<file path="src/rtl/nn_stage_pkg.sv">
// Shared definitions for the NN stage datapath.
//   ELEM_W      : element width
//   LEAKY_SHIFT : right shift applied to negative inputs in the leaky build
//   element_t   : signed element type
//   relu_fn     : activation. Build option LEAKY_RELU_EN selects leaky ReLU
//                 (negative -> x >>> LEAKY_SHIFT); otherwise negative -> 0.
package nn_stage_pkg;

  localparam int unsigned ELEM_W      = 16;
  localparam int unsigned LEAKY_SHIFT = 3;

  typedef logic signed [ELEM_W-1:0] element_t;

  function automatic element_t relu_fn(input element_t x);
`ifdef LEAKY_RELU_EN
    // Arithmetic shift keeps the sign, so small negatives saturate at -1.
    return x[ELEM_W-1] ? (x >>> LEAKY_SHIFT) : x;
`else
    return x[ELEM_W-1] ? element_t'(0) : x;
`endif
  endfunction

endpackage

</file>
<file path="src/rtl/stage_fifo_mem.sv">
// Storage array for the stage FIFO: synchronous write, combinational read,
// no reset (contents are meaningless until written).
//   clk_i   : write clock
//   we_i    : write enable
//   waddr_i : write address
//   wdata_i : write data
//   raddr_i : read address
//   rdata_o : read data (combinational)
module stage_fifo_mem #(
  parameter int unsigned Depth = 8,
  parameter int unsigned Width = 17,
  localparam int unsigned AddrW = (Depth > 1) ? $clog2(Depth) : 1
) (
  input  logic             clk_i,
  input  logic             we_i,
  input  logic [AddrW-1:0] waddr_i,
  input  logic [Width-1:0] wdata_i,
  input  logic [AddrW-1:0] raddr_i,
  output logic [Width-1:0] rdata_o
);

  logic [Width-1:0] mem_q [Depth];

  always_ff @(posedge clk_i) begin
    if (we_i) begin
      mem_q[waddr_i] <= wdata_i;
    end
  end

  assign rdata_o = mem_q[raddr_i];

endmodule

</file>
<file path="src/rtl/relu_vector_buffer.sv">
// ReLU vector buffer: captures each z_element strobe, applies ReLU to it,
// queues {last_tag, value} in a first-word fall-through FIFO and replays the
// queue over a valid/ready stream. Every VECTOR_LEN-th strobe is tagged last.
// Build option LEAKY_RELU_EN switches to leaky ReLU (see nn_stage_pkg).
//   clock           : rising-edge clock
//   clear_n         : asynchronous active-low reset
//   flush           : synchronous clear of pointers, counters and overflow
//   z_element       : upstream value
//   z_element_ready : single-cycle strobe qualifying z_element
//   out_element     : head-of-FIFO data
//   out_valid       : FIFO not empty
//   out_ready       : consumer accepts head this cycle
//   out_last        : head element closes a vector
//   fill_level      : occupied entries, 0..DEPTH
//   overflow        : sticky, an element was dropped
module relu_vector_buffer
  import nn_stage_pkg::*;
#(
  parameter int unsigned DEPTH      = 8,  // power of two, >= 2
  parameter int unsigned VECTOR_LEN = 4,  // >= 1
  localparam int unsigned PTR_W     = $clog2(DEPTH)
) (
  input  logic                clock,
  input  logic                clear_n,
  input  logic                flush,
  input  logic [ELEM_W-1:0]   z_element,
  input  logic                z_element_ready,
  output logic [ELEM_W-1:0]   out_element,
  output logic                out_valid,
  input  logic                out_ready,
  output logic                out_last,
  output logic [PTR_W:0]      fill_level,
  output logic                overflow
);

  localparam int unsigned VC_W   = (VECTOR_LEN > 1) ? $clog2(VECTOR_LEN) : 1;
  localparam int unsigned WORD_W = ELEM_W + 1;

  localparam logic [PTR_W:0]  FULL_CNT = (PTR_W+1)'(DEPTH);
  localparam logic [VC_W-1:0] VC_LAST  = VC_W'(VECTOR_LEN - 1);

  logic [PTR_W-1:0] wr_ptr_q, wr_ptr_d;
  logic [PTR_W-1:0] rd_ptr_q, rd_ptr_d;
  logic [PTR_W:0]   count_q, count_d;
  logic [VC_W-1:0]  vec_cnt_q, vec_cnt_d;
  logic             overflow_q, overflow_d;

  logic              full;
  logic              rd_fire;
  logic              wr_en;
  logic              drop;
  logic              vec_last;
  logic [WORD_W-1:0] wr_word;
  logic [WORD_W-1:0] rd_word;

  assign full     = (count_q == FULL_CNT);
  assign out_valid = (count_q != '0);
  assign rd_fire  = out_valid && out_ready;
  // A read at full frees a slot in the same cycle, so the write still lands.
  assign wr_en    = z_element_ready && (!full || rd_fire);
  assign drop     = z_element_ready && full && !rd_fire;
  assign vec_last = (vec_cnt_q == VC_LAST);
  assign wr_word  = {vec_last, relu_fn(z_element)};

  stage_fifo_mem #(
    .Depth (DEPTH),
    .Width (WORD_W)
  ) u_mem (
    .clk_i   (clock),
    .we_i    (wr_en && !flush),
    .waddr_i (wr_ptr_q),
    .wdata_i (wr_word),
    .raddr_i (rd_ptr_q),
    .rdata_o (rd_word)
  );

  always_comb begin
    wr_ptr_d   = wr_ptr_q;
    rd_ptr_d   = rd_ptr_q;
    count_d    = count_q;
    vec_cnt_d  = vec_cnt_q;
    overflow_d = overflow_q;
    if (flush) begin
      wr_ptr_d   = '0;
      rd_ptr_d   = '0;
      count_d    = '0;
      vec_cnt_d  = '0;
      overflow_d = 1'b0;
    end else begin
      if (wr_en) begin
        wr_ptr_d = wr_ptr_q + PTR_W'(1);
      end
      if (rd_fire) begin
        rd_ptr_d = rd_ptr_q + PTR_W'(1);
      end
      case ({wr_en, rd_fire})
        2'b10:   count_d = count_q + (PTR_W+1)'(1);
        2'b01:   count_d = count_q - (PTR_W+1)'(1);
        default: count_d = count_q;
      endcase
      // Dropped strobes still count so vector alignment survives overflow.
      if (z_element_ready) begin
        vec_cnt_d = vec_last ? '0 : vec_cnt_q + VC_W'(1);
      end
      if (drop) begin
        overflow_d = 1'b1;
      end
    end
  end

  always_ff @(posedge clock or negedge clear_n) begin
    if (!clear_n) begin
      wr_ptr_q   <= '0;
      rd_ptr_q   <= '0;
      count_q    <= '0;
      vec_cnt_q  <= '0;
      overflow_q <= 1'b0;
    end else begin
      wr_ptr_q   <= wr_ptr_d;
      rd_ptr_q   <= rd_ptr_d;
      count_q    <= count_d;
      vec_cnt_q  <= vec_cnt_d;
      overflow_q <= overflow_d;
    end
  end

  assign out_element = rd_word[ELEM_W-1:0];
  // Gated so stale or unwritten memory never shows a tag while empty.
  assign out_last    = out_valid && rd_word[ELEM_W];
  assign fill_level  = count_q;
  assign overflow    = overflow_q;

endmodule

</file>
<file path="config.mk">
export PLATFORM = sky130hd
export DESIGN_NAME = relu_vector_buffer
export DESIGN_NICKNAME = d
export VERILOG_FILES = /design/src/rtl/nn_stage_pkg.sv /design/src/rtl/stage_fifo_mem.sv /design/src/rtl/relu_vector_buffer.sv
export SDC_FILE = /design/constraint.sdc
export NUM_CORES = 1
export LEC_CHECK = 0
export ABC_AREA = 1
export CORE_MARGIN = 5
export CORE_UTILIZATION = 40
export CTS_CLUSTER_SIZE = 12
export DETAILED_ROUTE_END_ITERATION = 8
export SYNTH_ARGS = -nofsm -noshare
export SYNTH_HDL_FRONTEND = slang
export SYNTH_SLANG_ARGS = --single-unit
</file>
<file path="constraint.sdc">
create_clock -name clock -period 5.4 [get_ports clock]
set_clock_uncertainty 0.1 [all_clocks]
set_input_delay 1.35 -clock clock [delete_from_list [all_inputs] [get_ports clock]]
set_output_delay 1.35 -clock clock [all_outputs]
set_load 0.01 [all_outputs]
</file>
==> results.cfg, run 1 <==
[run_status]
status = complete, no violations

[setup_path]
start_kind = register
reg2reg_depth = 11
end_kind = output port
endpoint = out_last
rrSetupSlack_ns = 3.50
required_ns = 3.95
worstSetupPathType = register to output port
cp-startpoint = rd_ptr_q[0]
rr_startpoint = fill_level[0]
r2r-end = fill_level[3]
worstPathArrival_ns = 2.72
crit_path_max_fanout = 66

[global_routing]
grt_pass1_wl_mm = 20.0
grt_use_total_pct = 14.9
grt-ovfl-total = 0
grt_pass1_vias = 3753
grt_max_degree = 67
antenna_found_initial = 0

[routing]
drc = 0
drt-vias-per-instance = 4.99
wl_mm = 12.6
vias = 3750
ant_nets = 0
wire_per_inst_um = 16.7
drt_iter0_drc = 343
dr.pass1.iters = 5

[placed_design]
dp.final_hpwl_mm = 7.07
post-place-ws_ns = 1.63
placed_cells = 719
placed_cell_area_mm2 = 0.00650
io_buffers = 42
gp_congestion = 0.772

[synth]
netlist_area_mm2 = 0.00588
syn-mean-instance-area_um2 = 11.7
synth_warnings = 0
yosysUniqueCellTypes = 32
seq_area_frac_synth_pct = 70.9
netlist_instances = 504
ys_seq_elements = 141
yosysTopAreaCell = edfxtp_1
ys_top_cells_by_area = edfxtp_1 65%, nor2_1 6.5%, o21ai_0 6.1%, dfrtp_1 5.5%, nand2_1 4.3%
syn_nets = 530
synth_top_area_share_pct = 65.4

[clock_network]
clockBufferDepth = 2
insertion_delay_ns = 0.41
cts_tree = done
cts_hold_buffers = 0
cts.htree.levels = 4
cts_root_buffer = clkbuf_16
numCtsBuffers = 17
clk_pin_slew_ns = 0.06
cts_resized = 0
cts_setup_buffers = 0
cts_sinks = 141

[job]
max_cap_violations = 0

[sta]
finalCritPeriodShare_pct = 77.3
finalSetupTns_ns = 0
drv_slew = 0
rsz0062_at_grt = no
worst_pin_slew_ns = 1.09
fmax_mhz = 240
period_needed_ns = 4.17
setup_ws_ns = 1.23
setup_viol = 0
hold_viol_final = 0
max-slew-margin-rel_pct = 27.4

[layout]
syn_to_final_growth_pct = 20.7
insertedDiodeCount = 0
fin_nets = 580
stdcell_count = 751
drive_gt1_share_pct = 9.88
finalInstanceArea_mm2 = 0.00709
n_fill_cell = 1277

[power]
power.density_mw_per_mm2 = 491
p_leak_nw = 2.64
ir_drop_uv = 301
p_total_mw = 3.48

[hold_path]
min_path_type = register to register
holdPathStages = 2

[floorplanning]
die_w_um = 131
rows = 44
ios = 44
initial_utilization_pct = 40.6
dieArea_mm2 = 0.0172
core_area_mm2 = 0.0145
die_h_um = 131
[metal layers]
layer	up-vias	part of all wire (%)	global-route usage, %
met5	-	0	0
met4	0	0.79	5.77
met3	8	6.8	4.28
met2	97	49	24.2
met1	1785	43	18.9
li1	1860	-	-
[per-stage QoR]
stage               hold WS (ns)  util (%)
finish                     0.402      49.0
detailed placement         0.395      44.9
global placement           0.387      44.9
global route               0.451      49.0
floorplan                  0.393         -
CTS                        0.411      49.0
[synthesized netlist by cell type, drive strengths merged]
| cell type | count |
|---|---|
| o22ai | 30 |
| nand2 | 72 |
| a31oi | 1 |
| xnor2 | 1 |
| nor3 | 1 |
| edfxtp | 128 |
| o21a | 1 |
| buf | 10 |
| nand3 | 7 |
| conb | 1 |
| dfrtp | 13 |
| xor2 | 1 |
| a21oi | 3 |
| nor2 | 104 |
| clkbuf | 15 |
| ha | 5 |
| clkinv | 1 |
| a211oi | 1 |
| inv | 34 |
| nand4 | 1 |
| o21ai | 74 |
[cell usage in the layout (no fill, tap or decap), types with 3 or more instances in the layout]
| cell | n |
|---|---|
| nand3_1 | 3 |
| clkbuf_16 | 17 |
| dfrtp_1 | 13 |
| edfxtp_1 | 128 |
| nor2_2 | 3 |
| inv_1 | 31 |
| inv_2 | 3 |
| nand2_2 | 3 |
| ha_1 | 5 |
| nand3_2 | 3 |
| o21ai_0 | 72 |
| o22ai_1 | 30 |
| buf_4 | 14 |
| nor2_1 | 101 |
| clkbuf_8 | 5 |
| nand2_1 | 68 |
| clkdlybuf4s50_1 | 42 |
| clkbuf_1 | 4 |
[worst max-delay path, cell delays in order (launching register included)]
cell             delay (ns)
dfrtp_1                0.38
inv_2                  0.78
o21ai_0                0.21
o21ai_0                0.12
o21ai_0                0.09
a31oi_1                0.16
clkdlybuf4s50_1        0.56
[cells by family (layout without fill, tap and decap cells)]
family / count (synthesis) / count (layout) / share of synthesized area (%)
other cells: 1 / 1 / 0.0638
compound gates: 110 / 110 / 10.3
buf+inv: 60 / 123 / 4.45
flops: 141 / 141 / 70.9
fa+ha+maj: 5 / 5 / 1.06
simple gates: 185 / 185 / 12.9
xor+xnor: 2 / 2 / 0.298
[cell type report]
class                           count  area (µm²)  area share, %
Clock buffer                       26         509           7.18
Clock inverter                      6        81.3           1.15
Inverter                           35         131           1.85
Multi-Input combinational cell    303        1450           20.4
Sequential cell                   141        4170           58.8
Tap cell                          184         230           3.25
Timing Repair Buffer               56         526           7.41
[power breakdown]
| group | total, mW | internal [mW] | switching (mW) |
|---|---|---|---|
| Sequential | 1.26 | 1.23 | 0.0301 |
| Combinational | 1.08 | 0.436 | 0.640 |
| Clock | 1.14 | 0.738 | 0.405 |
[state kept, by name, summed over array words and instances (netlist names)]
register     count
u_mem.mem_q    128
vec_cnt_q        2
rd_ptr_q         3
wr_ptr_q         3
fill_level       4
overflow         1
[worst min path at each step]
| stage | startpoint | endpoint | slack, ns |
|---|---|---|---|
| 2_1_floorplan | vec_cnt_q[1] | vec_cnt_q[1] | 0.39 |
| 3_3_place_gp | overflow | overflow | 0.39 |
| 3_5_place_dp | overflow | overflow | 0.40 |
| 4_1_cts | overflow | overflow | 0.41 |
| 5_1_grt | overflow | overflow | 0.45 |
| 6_report | overflow | overflow | 0.40 |
Power figures use the tool's default switching activity.
==> run 2, diff against run 1 <==
==> constraint.sdc (replaced) <==
create_clock -name clock -period 4 [get_ports clock]
set_clock_uncertainty 0.1 [all_clocks]
set_input_delay 1 -clock clock [delete_from_list [all_inputs] [get_ports clock]]
set_output_delay 1 -clock clock [all_outputs]
set_load 0.01 [all_outputs]
==> run 2 against run 1 <==
Hold slack better by 0.0092 ns; sequential power grew 36%; via count up 3.1%; sequential share of layout area up 0.37 points; count of clock-buffer cells in the layout up 2.
==> results.cfg, run 2 (same netlist as run 1, synthesis figures left out) <==
[run_status]
status = complete, no violations

[routing]
wl_met1_mm = 5.84
dr.max_layer_used = met4
dr_wl_met3_um = 667
drc = 0
vias = 3865
wire_per_inst_um = 17.0
ant_nets = 0
drt-vias-per-instance = 5.13
wl_met2_mm = 6.11
drt_iter0_drc = 516
wl_mm = 12.8
dr.pass1.iters = 5

[layout]
mostFrequentLayoutCell = edfxtp_1
syn_to_final_growth_pct = 19.9
regMostFlops = u_mem.mem_q
drive_gt1_share_pct = 9.12
final_cell_mix = 128 x edfxtp_1, 101 x nor2_1, 72 x o21ai_0
fin_util_pct = 48.7
largest_register_ffs = 128
fin_nets = 583
insertedDiodeCount = 0
stdcell_count = 754
finalInstanceArea_mm2 = 0.00705

[floorplanning]
die_h_um = 131
ios = 44
rows = 44
die_w_um = 131
initial_utilization_pct = 40.6
core_area_mm2 = 0.0145
dieArea_mm2 = 0.0172

[placed_design]
dp.final_hpwl_mm = 7.37
placed_cell_area_mm2 = 0.00654
io_buffers = 42
post-place-ws_ns = 0.837
gp_congestion = 0.765
placed_cells = 722

[setup_path]
reg2reg_depth = 11
crit_path_max_fanout = 65
rr_startpoint = fill_level[0]
required_ns = 2.90
rrSetupSlack_ns = 2.11
worstPathArrival_ns = 2.47
start_kind = register
worstSetupPathType = register to output port
r2r-end = fill_level[3]
end_kind = output port

[global_routing]
antenna_found_initial = 0
grt_max_degree = 66
grt_use_total_pct = 14.9
grt-ovfl-total = 0
grt_pass1_wl_mm = 19.9
grt_pass1_vias = 3682

[sta]
fmax_mhz = 281
setup_viol = 0
finalSetupTns_ns = 0
rsz0062_at_grt = no
drv_slew = 0
holdWs_ns = 0.411
period_needed_ns = 3.57
hold_viol_final = 0
setup_ws_ns = 0.435
finalCritPeriodShare_pct = 89.1
max-slew-margin-rel_pct = 42.7
worst_pin_slew_ns = 0.857

[hold_path]
min_path_type = register to register
whs_endpoint = overflow
holdPathStages = 2
hold_start = overflow

[job]
max_cap_violations = 0

[clock_network]
clockBufferDepth = 2
cts_root_buffer = clkbuf_16
cts_setup_buffers = 0
cts_tree = done
insertion_delay_ns = 0.41
cts_resized = 0
cts.htree.levels = 4
numCtsBuffers = 17
clk_pin_slew_ns = 0.05
cts_sinks = 141
cts_hold_buffers = 0

[power]
p_total_mw = 4.55
power.density_mw_per_mm2 = 645
p_leak_nw = 2.62
ir_drop_uv = 300
-- run 2: critical path: stages (launching register included) --
cell and delay, ns:
dfrtp_1 0.35, buf_4 0.53, nor2_1 0.11, nor2_1 0.09, o21ai_0 0.07, o21ai_0 0.09, o21ai_0 0.09, a31oi_1 0.17
clkdlybuf4s50_1 0.56
-- run 2: layout make-up --
cell class | count | area [µm²]
clock inverter | 4 | 15.0
sequential | 141 | 4170
timing repair buffer | 59 | 561
multi-input combinational | 303 | 1450
clock buffer | 28 | 497
inverter | 35 | 131
tap | 184 | 230
fill | 1311 | 7430
-- run 2: layer usage --
metal | vias up | GRT usage (%)
met5 | - | 0
met1 | 1874 | 19.9
met3 | 17 | 4.78
met4 | 0 | 4.62
li1 | 1871 | -
met2 | 103 | 23.3
-- run 2: worst max path at each step --
stage | from | end | slack, ns | depth (start not counted)
floorplan | out_ready | u_mem.mem_q[0][0] | 1.37 | 6
global placement | rd_ptr_q[0] | out_last | 0.83 | 8
detailed placement | rd_ptr_q[0] | out_last | 0.84 | 8
CTS | rd_ptr_q[0] | out_last | 0.39 | 8
global route | rd_ptr_q[0] | out_last | 0.19 | 8
finish | rd_ptr_q[0] | out_last | 0.43 | 8
-- run 2: report_power, final --
group / switching [mW] / internal (mW)
sequential: 0.0416 / 1.67
combinational: 0.868 / 0.612
clock: 0.526 / 0.833
